## config.mk

```make
export PLATFORM = sky130hd
export DESIGN_NAME = adc_frame_packer_flat
export DESIGN_NICKNAME = d
export VERILOG_FILES = /design/src/rtl/adc_pkg.sv /design/src/rtl/adc_frame_packer_if.sv /design/src/rtl/adc_frame_emitter.sv /design/src/rtl/adc_frame_packer.sv /design/src/flat_wrapper.sv
export SDC_FILE = /design/constraint.sdc
export NUM_CORES = 1
export LEC_CHECK = 0
export BUFFER_PORTS_ARGS = -buffer_cell sky130_fd_sc_hd__buf_2
export CORE_ASPECT_RATIO = 0.8
export CORE_UTILIZATION = 44
export DETAILED_ROUTE_END_ITERATION = 8
export PLACE_DENSITY = 0.63
export SYNTH_ARGS = -nofsm -noshare
export SYNTH_HDL_FRONTEND = slang
export SYNTH_SLANG_ARGS = --single-unit
```

## constraint.sdc

```tcl
create_clock -name clk -period 4.48 [get_ports clk]
set_input_delay 0.224 -clock clk [delete_from_list [all_inputs] [get_ports clk]]
set_output_delay 0.224 -clock clk [all_outputs]
set_load 0.03 [all_outputs]
```

## src/rtl/adc_pkg.sv

```systemverilog
// adc_pkg: shared sizes, header tag, FIFO threshold and run-state encoding
// for the ADC frame packer and its word emitter.
package adc_pkg;

  localparam int NUM_CH      = 10;
  localparam int SAMPLE_W    = 16;
  localparam int WORD_W      = 2 * SAMPLE_W;
  localparam int FRAME_W     = NUM_CH * SAMPLE_W;
  localparam int FRAME_WORDS = NUM_CH / 2 + 1;
  localparam int IDX_W       = $clog2(FRAME_WORDS);
  localparam int CNT_W       = 10;

  localparam logic [CNT_W-1:0]    FIFO_THRESH = 10'd1000;
  localparam logic [SAMPLE_W-1:0] HDR_TAG     = 16'hA5C3;

  typedef enum logic [1:0] {
    S_IDLE = 2'd0,
    S_RUN  = 2'd1,
    S_DONE = 2'd2
  } state_t;

  function automatic logic [15:0] sat_inc16(input logic [15:0] v);
    return (v == 16'hFFFF) ? v : v + 16'd1;
  endfunction

endpackage

```

## src/rtl/adc_frame_packer_if.sv

```systemverilog
// adc_frame_packer_if: ADC sample bus (data/rdy) plus the FIFO write port.
// master = packer side, slave = ADC/FIFO environment side.
interface adc_frame_packer_if;
  import adc_pkg::*;

  logic [FRAME_W-1:0] data;
  logic [NUM_CH-1:0]  rdy;
  logic [CNT_W-1:0]   fifo_wr_count;
  logic               fifo_full;
  logic [WORD_W-1:0]  fifo_din;
  logic               fifo_wr_en;

  modport master (
    input  data,
    input  rdy,
    input  fifo_wr_count,
    input  fifo_full,
    output fifo_din,
    output fifo_wr_en
  );

  modport slave (
    output data,
    output rdy,
    output fifo_wr_count,
    output fifo_full,
    input  fifo_din,
    input  fifo_wr_en
  );

endinterface

```

## src/rtl/adc_frame_emitter.sv

```systemverilog
// adc_frame_emitter: holds one frame and serialises it as header + data words.
// Ports: i_load/i_seq/i_samples load a frame; o_busy/o_last track the burst;
// o_din/o_wr_en drive the FIFO, o_full_hit flags a word lost to i_fifo_full.
module adc_frame_emitter
  import adc_pkg::*;
(
  input  logic                clk,
  input  logic                rst,
  input  logic                i_load,
  input  logic [SAMPLE_W-1:0] i_seq,
  input  logic [FRAME_W-1:0]  i_samples,
  input  logic                i_fifo_full,
  output logic                o_busy,
  output logic                o_last,
  output logic                o_full_hit,
  output logic [WORD_W-1:0]   o_din,
  output logic                o_wr_en
);

  localparam logic [IDX_W-1:0] LAST_IDX = IDX_W'(FRAME_WORDS - 1);

  logic                r_active;
  logic [IDX_W-1:0]    r_idx;
  logic [SAMPLE_W-1:0] r_seq;
  logic [FRAME_W-1:0]  r_buf;

  logic                w_last;
  logic [WORD_W-1:0]   w_word;

  assign w_last = r_active && (r_idx == LAST_IDX);

  // A full FIFO never stalls the burst: the word is dropped and we move on.
  always_ff @(posedge clk) begin
    if (rst) begin
      r_active <= 1'b0;
      r_idx    <= '0;
      r_seq    <= '0;
      r_buf    <= '0;
    end else if (i_load && !r_active) begin
      r_active <= 1'b1;
      r_idx    <= '0;
      r_seq    <= i_seq;
      r_buf    <= i_samples;
    end else if (r_active) begin
      r_active <= !w_last;
      r_idx    <= w_last ? '0 : r_idx + IDX_W'(1);
    end
  end

  // Data word j packs channel pair (2j-1, 2j-2), odd channel on top,
  // which is simply the j-1'th 32-bit slice of the flat buffer.
  always_comb begin
    w_word = {HDR_TAG, r_seq};
    for (int j = 1; j < FRAME_WORDS; j++) begin
      if (r_idx == IDX_W'(j))
        w_word = r_buf[WORD_W*(j-1) +: WORD_W];
    end
  end

  assign o_din      = r_active ? w_word : '0;
  assign o_wr_en    = r_active & ~i_fifo_full;
  assign o_full_hit = r_active & i_fifo_full;
  assign o_busy     = r_active;
  assign o_last     = w_last;

endmodule

```

## src/rtl/adc_frame_packer.sv

```systemverilog
// adc_frame_packer: gathers one sample per ADC channel into a frame and
// writes header + 5 data words to the FIFO, for a programmed frame count.
// Ports: clk/rst; i_start + i_samples_count arm a run; io_bus carries ADC
// data/rdy in and FIFO din/wr_en out; o_busy, o_finished, o_drop_cnt,
// o_frame_cnt and sticky o_err report run status.
module adc_frame_packer
  import adc_pkg::*;
(
  input  logic                clk,
  input  logic                rst,
  input  logic                i_start,
  input  logic [31:0]         i_samples_count,
  adc_frame_packer_if.master  io_bus,
  output logic                o_busy,
  output logic                o_finished,
  output logic [15:0]         o_drop_cnt,
  output logic [31:0]         o_frame_cnt,
  output logic                o_err
);

  state_t             r_state;
  state_t             w_next;

  logic [31:0]        r_target;
  logic [31:0]        r_frame_cnt;
  logic [15:0]        r_drop_cnt;
  logic               r_err;

  logic [NUM_CH-1:0]  r_mask;
  logic [NUM_CH-1:0]  w_mask_nxt;
  logic [FRAME_W-1:0] r_ch;

  logic               w_start_ok;
  logic               w_cap_en;
  logic               w_take;
  logic               w_accept;
  logic               w_drop;
  logic               w_em_busy;
  logic               w_em_last;
  logic               w_full_hit;
  logic               w_run_end;

  assign w_start_ok = (r_state == S_IDLE) & i_start;

  // Capture stops once the run's frame quota has been written.
  assign w_cap_en = (r_state == S_RUN) & (r_frame_cnt != r_target);

  assign w_take   = (r_state == S_RUN) & (&r_mask);
  assign w_accept = w_take & ~w_em_busy &
                    (io_bus.fifo_wr_count <= FIFO_THRESH);
  assign w_drop   = w_take & ~w_accept;

  assign w_run_end = w_em_last & (r_frame_cnt + 32'd1 == r_target);

  always_ff @(posedge clk) begin
    if (rst) r_state <= S_IDLE;
    else     r_state <= w_next;
  end

  always_comb begin
    w_next     = r_state;
    o_busy     = 1'b0;
    o_finished = 1'b0;
    unique case (r_state)
      S_IDLE: begin
        if (i_start)
          w_next = (i_samples_count == 32'd0) ? S_DONE : S_RUN;
      end
      S_RUN: begin
        o_busy = 1'b1;
        if (w_run_end) w_next = S_DONE;
      end
      S_DONE: begin
        o_busy     = 1'b1;
        o_finished = 1'b1;
        w_next     = S_IDLE;
      end
      default: w_next = S_IDLE;
    endcase
  end

  // A take clears the mask first; rdy bits in the same cycle then open
  // the next frame.
  always_comb begin
    w_mask_nxt = '0;
    if (w_cap_en)
      w_mask_nxt = (w_take ? '0 : r_mask) | io_bus.rdy;
  end

  always_ff @(posedge clk) begin
    if (rst) begin
      r_mask <= '0;
      r_ch   <= '0;
    end else begin
      r_mask <= w_mask_nxt;
      for (int k = 0; k < NUM_CH; k++) begin
        if (w_cap_en && io_bus.rdy[k])
          r_ch[k*SAMPLE_W +: SAMPLE_W] <=
            io_bus.data[k*SAMPLE_W +: SAMPLE_W];
      end
    end
  end

  always_ff @(posedge clk) begin
    if (rst) begin
      r_target    <= '0;
      r_frame_cnt <= '0;
      r_drop_cnt  <= '0;
      r_err       <= 1'b0;
    end else if (w_start_ok) begin
      r_target    <= i_samples_count;
      r_frame_cnt <= '0;
      r_drop_cnt  <= '0;
      r_err       <= 1'b0;
    end else begin
      if (w_drop)     r_drop_cnt  <= sat_inc16(r_drop_cnt);
      if (w_em_last)  r_frame_cnt <= r_frame_cnt + 32'd1;
      if (w_full_hit) r_err       <= 1'b1;
    end
  end

  adc_frame_emitter u_emit (
    .clk         (clk),
    .rst         (rst),
    .i_load      (w_accept),
    .i_seq       (r_frame_cnt[15:0]),
    .i_samples   (r_ch),
    .i_fifo_full (io_bus.fifo_full),
    .o_busy      (w_em_busy),
    .o_last      (w_em_last),
    .o_full_hit  (w_full_hit),
    .o_din       (io_bus.fifo_din),
    .o_wr_en     (io_bus.fifo_wr_en)
  );

  assign o_drop_cnt  = r_drop_cnt;
  assign o_frame_cnt = r_frame_cnt;
  assign o_err       = r_err;

endmodule
```

## src/flat_wrapper.sv

```systemverilog
// flat-port wrapper written by rule: the top's interface ports become plain ports
module adc_frame_packer_flat import adc_pkg::*;
  (clk, rst, i_start, i_samples_count, o_busy, o_finished, o_drop_cnt, o_frame_cnt, o_err, io_bus_data, io_bus_rdy, io_bus_fifo_wr_count, io_bus_fifo_full, io_bus_fifo_din, io_bus_fifo_wr_en);
  adc_frame_packer_if io_bus_i ();
  input  logic clk;
  input  logic rst;
  input  logic i_start;
  input  logic [31:0] i_samples_count;
  output logic o_busy;
  output logic o_finished;
  output logic [15:0] o_drop_cnt;
  output logic [31:0] o_frame_cnt;
  output logic o_err;
  input wire logic [$bits(io_bus_i.data)-1:0] io_bus_data;
  input wire logic [$bits(io_bus_i.rdy)-1:0] io_bus_rdy;
  input wire logic [$bits(io_bus_i.fifo_wr_count)-1:0] io_bus_fifo_wr_count;
  input wire logic [$bits(io_bus_i.fifo_full)-1:0] io_bus_fifo_full;
  output wire logic [$bits(io_bus_i.fifo_din)-1:0] io_bus_fifo_din;
  output wire logic [$bits(io_bus_i.fifo_wr_en)-1:0] io_bus_fifo_wr_en;
  assign io_bus_i.data = io_bus_data;
  assign io_bus_i.rdy = io_bus_rdy;
  assign io_bus_i.fifo_wr_count = io_bus_fifo_wr_count;
  assign io_bus_i.fifo_full = io_bus_fifo_full;
  assign io_bus_fifo_din = io_bus_i.fifo_din;
  assign io_bus_fifo_wr_en = io_bus_i.fifo_wr_en;
  adc_frame_packer u_core (.clk(clk), .rst(rst), .i_start(i_start), .i_samples_count(i_samples_count), .io_bus(io_bus_i), .o_busy(o_busy), .o_finished(o_finished), .o_drop_cnt(o_drop_cnt), .o_frame_cnt(o_frame_cnt), .o_err(o_err));
endmodule
```

==> results.ini, run 1 <==
[yosys]
ys_types=66
synth_top_area_share_pct=46.72
yosysWarnings=0
syn_nets=2646
ys_seq_elements=433
syn_area_um2=18550
synth_edf_count=0
ys_seq_area_share_pct=46.72
yosys.area.top_type=dfxtp_1
syn_inst=2420
synthFlopType=dfxtp_1
synthArstFlopShare_pct=0
postSynthAreaPerCell_um2=7.666
synthTopCellsByArea=dfxtp_1, nand2_1, a21oi_1, nand3_1, clkbuf_1

[sta]
tns_ns=0
skew_ns=0.02390
period_share_pct=87.38
finalCriticalPeriod_ns=3.915
worstMarginPinSlew_ns=1.272
drv_slew=0
finalSetupViolations=0
finalHoldViolCount=0
grt_setup_unrepaired=false
relSlewSlack_pct=15.20
max_freq_ghz=0.2555

[critical_path]
crit_required_ns=4.26
cp-end-kind=output port
crit_path_top_delay_cell=nand2_1
crit_buf_inv=3
crit_fanout=30
crit_arrival_ns=3.69
critical-path-max-stage-delay_ns=0.59
crit_family=simple AND/OR/NAND/NOR gates
critPathKind=reg -> out
cp_cell_sequence=inv_1 > ha_1 > nand2_1 > buf_4 > a211oi_1 > a211oi_1 > nor3_1 > a21oi_1 > nor2b_1 > buf_2
crit_top_cell=a211oi_1
critPathLaunchType=flip-flop

[cts]
clkSinkCount=433
clock_latency_ns=0.57
ctsResizeCount=0
clockBufferDepth=3
cts_hold_buf=191
cts-root-buf=clkbuf_16
h-tree-depth=2
clk_pin_slew_worst_paths_ns=0.06
cts_setup_buffers=0
cts_buffers=45
cts_tree=yes

[grt]
antenna_found_initial=2
use_met3_pct=4.504
track_usage_pct=27.72
gr-usage-met2_pct=41.34
use_met1_pct=40.65
grt_pass1_wl_mm=93.65
globalRoute.totalOverflow=0
grt_max_degree=143
grt_pass1_vias=16840
grt_busiest_layer=met2

[placement]
port_buffers=299
hpwlAfterDp_mm=41.67
dp_cells=3085
place_congestion=0.9769

[floorplanning]
die_area_um2=43000
initial_core_util_pct=45.11
coreArea_um2=41120
die_h_um=185.7
ios=300
rows=66
die_w_um=231.6

[drt]
drt_first_iter_violations=1641
postRouteWirelength_mm=61.79
via_per_inst=5.490
drtPass1Iterations=6
drtAntennaViolNets=0
drc=0
drt-wirelength-per-cell_um=18.42
vias=18420

[hold_path]
hp-class=in -> reg

[power]
powerDensity_nw_per_um2=368.3
peakVddDrop_mv=0.3199
leakage_nw=8.665

[run]
max-cap-violations=0

[cells_and_area]
syn_to_final_growth_pct=26.44
layout.nets=3005
layout-drive-gt1-share_pct=14.49
finish.utilization_pct=57.04
final_common_cell=nand2_1
final_cell_mix=nand2_1, dfxtp_1, a21oi_1
stdcell_count=3355
fillCellCount=3837

[run_status]
status=finished clean

-- logic make-up (layout without fill, tap and decap cells) --
group                    after synthesis  after routing  synth area share (%)
multiplexers                          22             22                 1.194
AO/OA/AOI/OAI                        558            558                 16.89
flip-flops                           433            433                 46.72
AND/OR/NAND/NOR                     1109           1109                 26.09
other                                  0              2                     0
buffers and inverters                212            601                 4.842
adder cells (fa/ha/maj)               10             10                0.6744
XOR/XNOR                              76             76                 3.588
-- final timing paths --
kind	start	slack [ns]	endpoint	cells after the start
worst max-delay path	u_core.u_emit.r_idx[0]$_SDFFE_PP0P_	0.57	io_bus_fifo_din[9]	10
worst min-delay path	io_bus_data[147]	0.03	u_core.r_ch[147]$_SDFFE_PP0P_	3
worst max register to register	u_core.o_frame_cnt[6]$_SDFFE_PP0P_	0.99	u_core.r_ch[2]$_SDFFE_PP0P_	8
worst min register to register	u_core.r_ch[37]$_SDFFE_PP0P_	0.44	u_core.u_emit.r_buf[37]$_SDFFE_PP0P_	2
-- cell usage after synthesis, types with 10 or more instances --
cell and n:
o211ai_1 26, a21oi_1 422, buf_1 30, buf_2 47, nand2_1 660, o21ai_0 16
dfxtp_1 433, nor2b_1 23, nor3_1 31, or3_1 16, ha_1 10, clkbuf_1 114
nand3_1 181, nor2_1 111, nor4_1 21, nand4_1 22, mux2i_1 21, inv_1 12
xnor2_1 29, a211oi_1 34, xor2_1 47
-- worst min-delay path: cells and delay by family --
family,cells,cell delay [ns]
and+or+nand+nor,1,0.13
AOI/OAI and AO/OA,1,0.08
buffers and inverters,1,0.10
-- report_power, final --
part	switching (mW)	leakage, nW	total (mW)	internal (mW)
combinational	0.528	4.45	0.875	0.347
clock	1.54	0.712	3.72	2.18
sequential	0.0785	3.50	4.05	3.97
-- flip-flops by register name, summed over array words and instances (netlist names) --
| signal | cells |
|---|---|
| u_core.u_emit.r_seq | 16 |
| u_core.r_target | 32 |
| u_core.o_err | 1 |
| u_core.r_mask | 10 |
| u_core.r_state | 2 |
| u_core.o_frame_cnt | 32 |
| u_core.u_emit.o_busy | 1 |
| u_core.o_drop_cnt | 16 |
| u_core.u_emit.r_buf | 160 |
| u_core.u_emit.r_idx | 3 |
| u_core.r_ch | 160 |
-- layout make-up --
class	instances	area, um^2	share of cell area, %
Sequential cell	433	8668	36.95
Antenna cell	2	5.005	0.02133
Clock inverter	8	97.59	0.4160
Tap cell	544	680.7	2.901
Multi-Input combinational cell	1775	9005	38.39
Inverter	12	45.04	0.1920
Clock buffer	69	1349	5.750
Timing Repair Buffer	512	3608	15.38
-- metal layers --
metal | vias up | wire (um)
li1 | 8947 | -
met1 | 8776 | 29660
met2 | 604 | 26470
met3 | 92 | 4181
met4 | 0 | 1470
met5 | - | 0
-- through the flow --
step                setup WS (ns)  hold slack (ns)  power, mW  cell area (um^2)
CTS                        0.6254         0.002063      8.679             23450
floorplan                   1.705           0.3600      4.592             18550
global placement            1.097           0.4369      4.847             20100
global route               0.3461          0.01852      8.954             23460
finish                     0.5654          0.02578      8.640             23460
detailed placement          1.092           0.4421      4.862             20100
No activity file was read; power rests on OpenSTA's default activity.
==> run 2: changes to the inputs <==
==> constraint.sdc (replaced) <==
create_clock -name clk -period 4.2 [get_ports clk]
set_input_delay 0.21 -clock clk [delete_from_list [all_inputs] [get_ports clk]]
set_output_delay 0.21 -clock clk [all_outputs]
set_load 0.03 [all_outputs]
==> run 2 against run 1 <==
  * First-iteration DRC count up 2.3%
  * Wire length is 0.26% higher
  * Die area unchanged
  * Sequential share of layout area down 0.18 points
  * Global-route usage up 0.31 points
  * Largest cell class unchanged
  * Register-to-register slack worse by 0.15 ns
  * Highest routed layer unchanged
  * Sequential power increased by 6.7%
  * Combinational power up 7.5%
  * Cell count is 0.27% higher
==> results.ini, run 2 (synthesized netlist as in run 1, its figures left out) <==
[run_status]
status=finished clean  ; unchanged

[drt]
drtAntennaViolNets=0  ; unchanged
drt-wirelength-per-cell_um=18.41  ; was 18.42 um
via_per_inst=5.500  ; was 5.490
drc=0  ; unchanged
vias=18500  ; was 18,420
drt_first_iter_violations=1679  ; was 1,641
postRouteWirelength_mm=61.94  ; was 61.79 mm
drtPass1Iterations=6  ; unchanged

[grt]
grt_pass1_vias=16830  ; was 16,840
track_usage_pct=28.03  ; was 27.72%
grt_max_degree=252  ; was 143
grt_pass1_wl_mm=94.76  ; was 93.65 mm
antenna_found_initial=1  ; was 2
globalRoute.totalOverflow=0  ; unchanged

[power]
powerDensity_nw_per_um2=394.9  ; was 368.3 nW/um^2
leakage_nw=8.724  ; was 8.665 nW
power_mw=9.310  ; was 8.640 mW
peakVddDrop_mv=0.2634  ; was 0.3199 mV

[cells_and_area]
stdcell_count=3364  ; was 3,355
top_regs=u_core.r_ch (160), u_core.u_emit.r_buf (160)  ; unchanged
fillCellCount=3862  ; was 3,837
multi_input_area_um2=9005  ; unchanged
finish.utilization_pct=57.33  ; was 57.04%
syn_to_final_growth_pct=27.08  ; was 26.44%
final-seq-area_um2=8668  ; unchanged
layout.nets=3011  ; was 3,005
final_cell_mix=nand2_1, dfxtp_1, a21oi_1  ; unchanged
layout-drive-gt1-share_pct=14.76  ; was 14.49%
final_common_cell=nand2_1  ; unchanged

[placement]
dp_cells=3089  ; was 3,085
place_congestion=0.9479  ; was 0.9769
hpwlAfterDp_mm=40.97  ; was 41.67 mm
port_buffers=299  ; unchanged

[critical_path]
critPathKind=reg -> out  ; unchanged
crit_required_ns=3.99  ; was 4.26 ns
crit_top_cell=a211oi_1  ; unchanged
crit_arrival_ns=3.54  ; was 3.69 ns
critPathLaunchType=flip-flop  ; unchanged
cp-end-kind=output port  ; unchanged
cp_cell_sequence=inv_1 > ha_1 > nand2_1 > nor2_1 > a211oi_1 > a211oi_1 > nor3_1 > a21oi_1 > nor2b_1 > buf_2  ; was inv_1 > ha_1 > nand2_1 > buf_4 > a211oi_1 > a211oi_1 > nor3_1 > a21oi_1 > nor2b_1 > buf_2
crit_family=simple AND/OR/NAND/NOR gates  ; unchanged
startpoint=u_core.u_emit.r_idx[0]$_SDFFE_PP0P_  ; unchanged
crit_path_top_delay_cell=nand2_1  ; unchanged
r2r_setup_slack_ns=0.84  ; was 0.99 ns
r2r_end=u_core.r_state[1]$_SDFFE_PP0P_  ; was u_core.r_ch[2]$_SDFFE_PP0P_
r2r_start=u_core.o_frame_cnt[1]$_SDFFE_PP0P_  ; was u_core.o_frame_cnt[6]$_SDFFE_PP0P_
critical-path-max-stage-delay_ns=0.57  ; was 0.59 ns
crit_fanout=22  ; was 30
cp.depth=10  ; unchanged
rr_worst_depth=9  ; was 8
cp-endpoint=io_bus_fifo_din[10]  ; was io_bus_fifo_din[9]
crit_buf_inv=2  ; was 3

[cts]
cts_tree=yes  ; unchanged
clock_latency_ns=0.57  ; about the same
clkSinkCount=433  ; unchanged
cts_buffers=45  ; unchanged
clk_pin_slew_worst_paths_ns=0.06  ; about the same
clockBufferDepth=3  ; unchanged
h-tree-depth=2  ; unchanged
cts-root-buf=clkbuf_16  ; unchanged
ctsResizeCount=0  ; unchanged

[floorplanning]
coreArea_um2=41120  ; unchanged
die_w_um=231.6  ; unchanged
die_h_um=185.7  ; unchanged
ios=300  ; unchanged
initial_core_util_pct=45.11  ; unchanged
die_area_um2=43000  ; unchanged
rows=66  ; unchanged

[sta]
max_freq_ghz=0.2667
finalCriticalPeriod_ns=3.750
worstMarginPinSlew_ns=1.178  ; was 1.272 ns
drv_slew=0  ; unchanged
period_share_pct=89.28
tns_ns=0  ; unchanged
grt_setup_unrepaired=false  ; unchanged
finalSetupViolations=0  ; unchanged
skew_ns=0.02360  ; was 0.02390 ns
finalHoldViolCount=0  ; unchanged
relSlewSlack_pct=21.25  ; was 15.20%

[hold_path]
hp-class=in -> reg  ; unchanged

[run]
max-cap-violations=0  ; unchanged

-- run 2: cell types whose count changed in the layout (fill, tap and decap cells not counted) --
cell / before / now
clkbuf_1: 13 / 12
clkinvlp_4: 0 / 2
diode_2: 2 / 1
buf_4: 20 / 23
dlygate4sd3_1: 191 / 193
clkinv_4: 1 / 0
clkbuf_8: 9 / 13
buf_12: 2 / 3
-- run 2: worst min path at each step --
| stage | start | end | slack [ns] | cells past startpoint |
|---|---|---|---|---|
| global route | i_start | u_core.r_state[1]$_SDFFE_PP0P_ | 0.08 | 4 |
| floorplan | i_samples_count[0] | u_core.r_target[0]$_SDFFE_PP0P_ | 0.35 | 2 |
| finish | i_start | u_core.r_state[1]$_SDFFE_PP0P_ | 0.07 | 4 |
| CTS | i_start | u_core.r_state[1]$_SDFFE_PP0P_ | 0.04 | 4 |
| detailed placement | u_core.r_ch[75]$_SDFFE_PP0P_ | u_core.u_emit.r_buf[75]$_SDFFE_PP0P_ | 0.44 | 2 |
| global placement | u_core.r_ch[93]$_SDFFE_PP0P_ | u_core.u_emit.r_buf[93]$_SDFFE_PP0P_ | 0.44 | 2 |
-- run 2: per-layer routing --
| layer | wire [um] | up-vias | track usage (%) |
|---|---|---|---|
| met3 | 4031 | 94 | 3.416 |
| met2 | 26450 | 669 | 41.40 |
| met4 | 1384 | 0 | 7.421 |
| met5 | 0 | - | 0 |
| li1 | - | 8965 | - |
| met1 | 30080 | 8773 | 42.55 |
-- run 2: worst min-delay path: cells and delay by family --
| kind | cells | cell delay, ns |
|---|---|---|
| AO/OA/AOI/OAI | 2 | 0.14 |
| buffers and inverters | 1 | 0.13 |
| AND/OR/NAND/NOR | 1 | 0.09 |
-- run 2: what timing repair did --
item | 4_1_cts | 5_1_grt
endpoints found under the setup margin | 0 | 0
setup buffers | 0 | 0
hold buffers | 193 | 0
endpoints found under the hold margin | 193 | 0
-- run 2: where the power goes --
part	internal, mW	switching [mW]	total (mW)	leakage [nW]
clock	2.40	1.65	4.05	0.736
sequential	4.24	0.0826	4.32	3.50
combinational	0.378	0.563	0.941	4.49
-- run 2: through the flow --
stage / area, um^2 / hold WS, ns / setup WS, ns
final: 23580 / 0.06583 / 0.4502
after global routing: 23580 / 0.07527 / 0.2244
after CTS: 23570 / 0.04482 / 0.5392
after detailed placement: 20140 / 0.4431 / 0.9399
after global placement: 20140 / 0.4360 / 0.9773
after floorplan: 18550 / 0.3460 / 1.425
-- run 2: cell type report --
cell class | count | area share (%)
clock inverter | 9 | 0.4405
timing repair buffer | 518 | 15.57
inverter | 12 | 0.1911
clock buffer | 72 | 5.939
sequential | 433 | 36.77
antenna | 1 | 0.01061
tap | 544 | 2.887
multi-input combinational | 1775 | 38.19
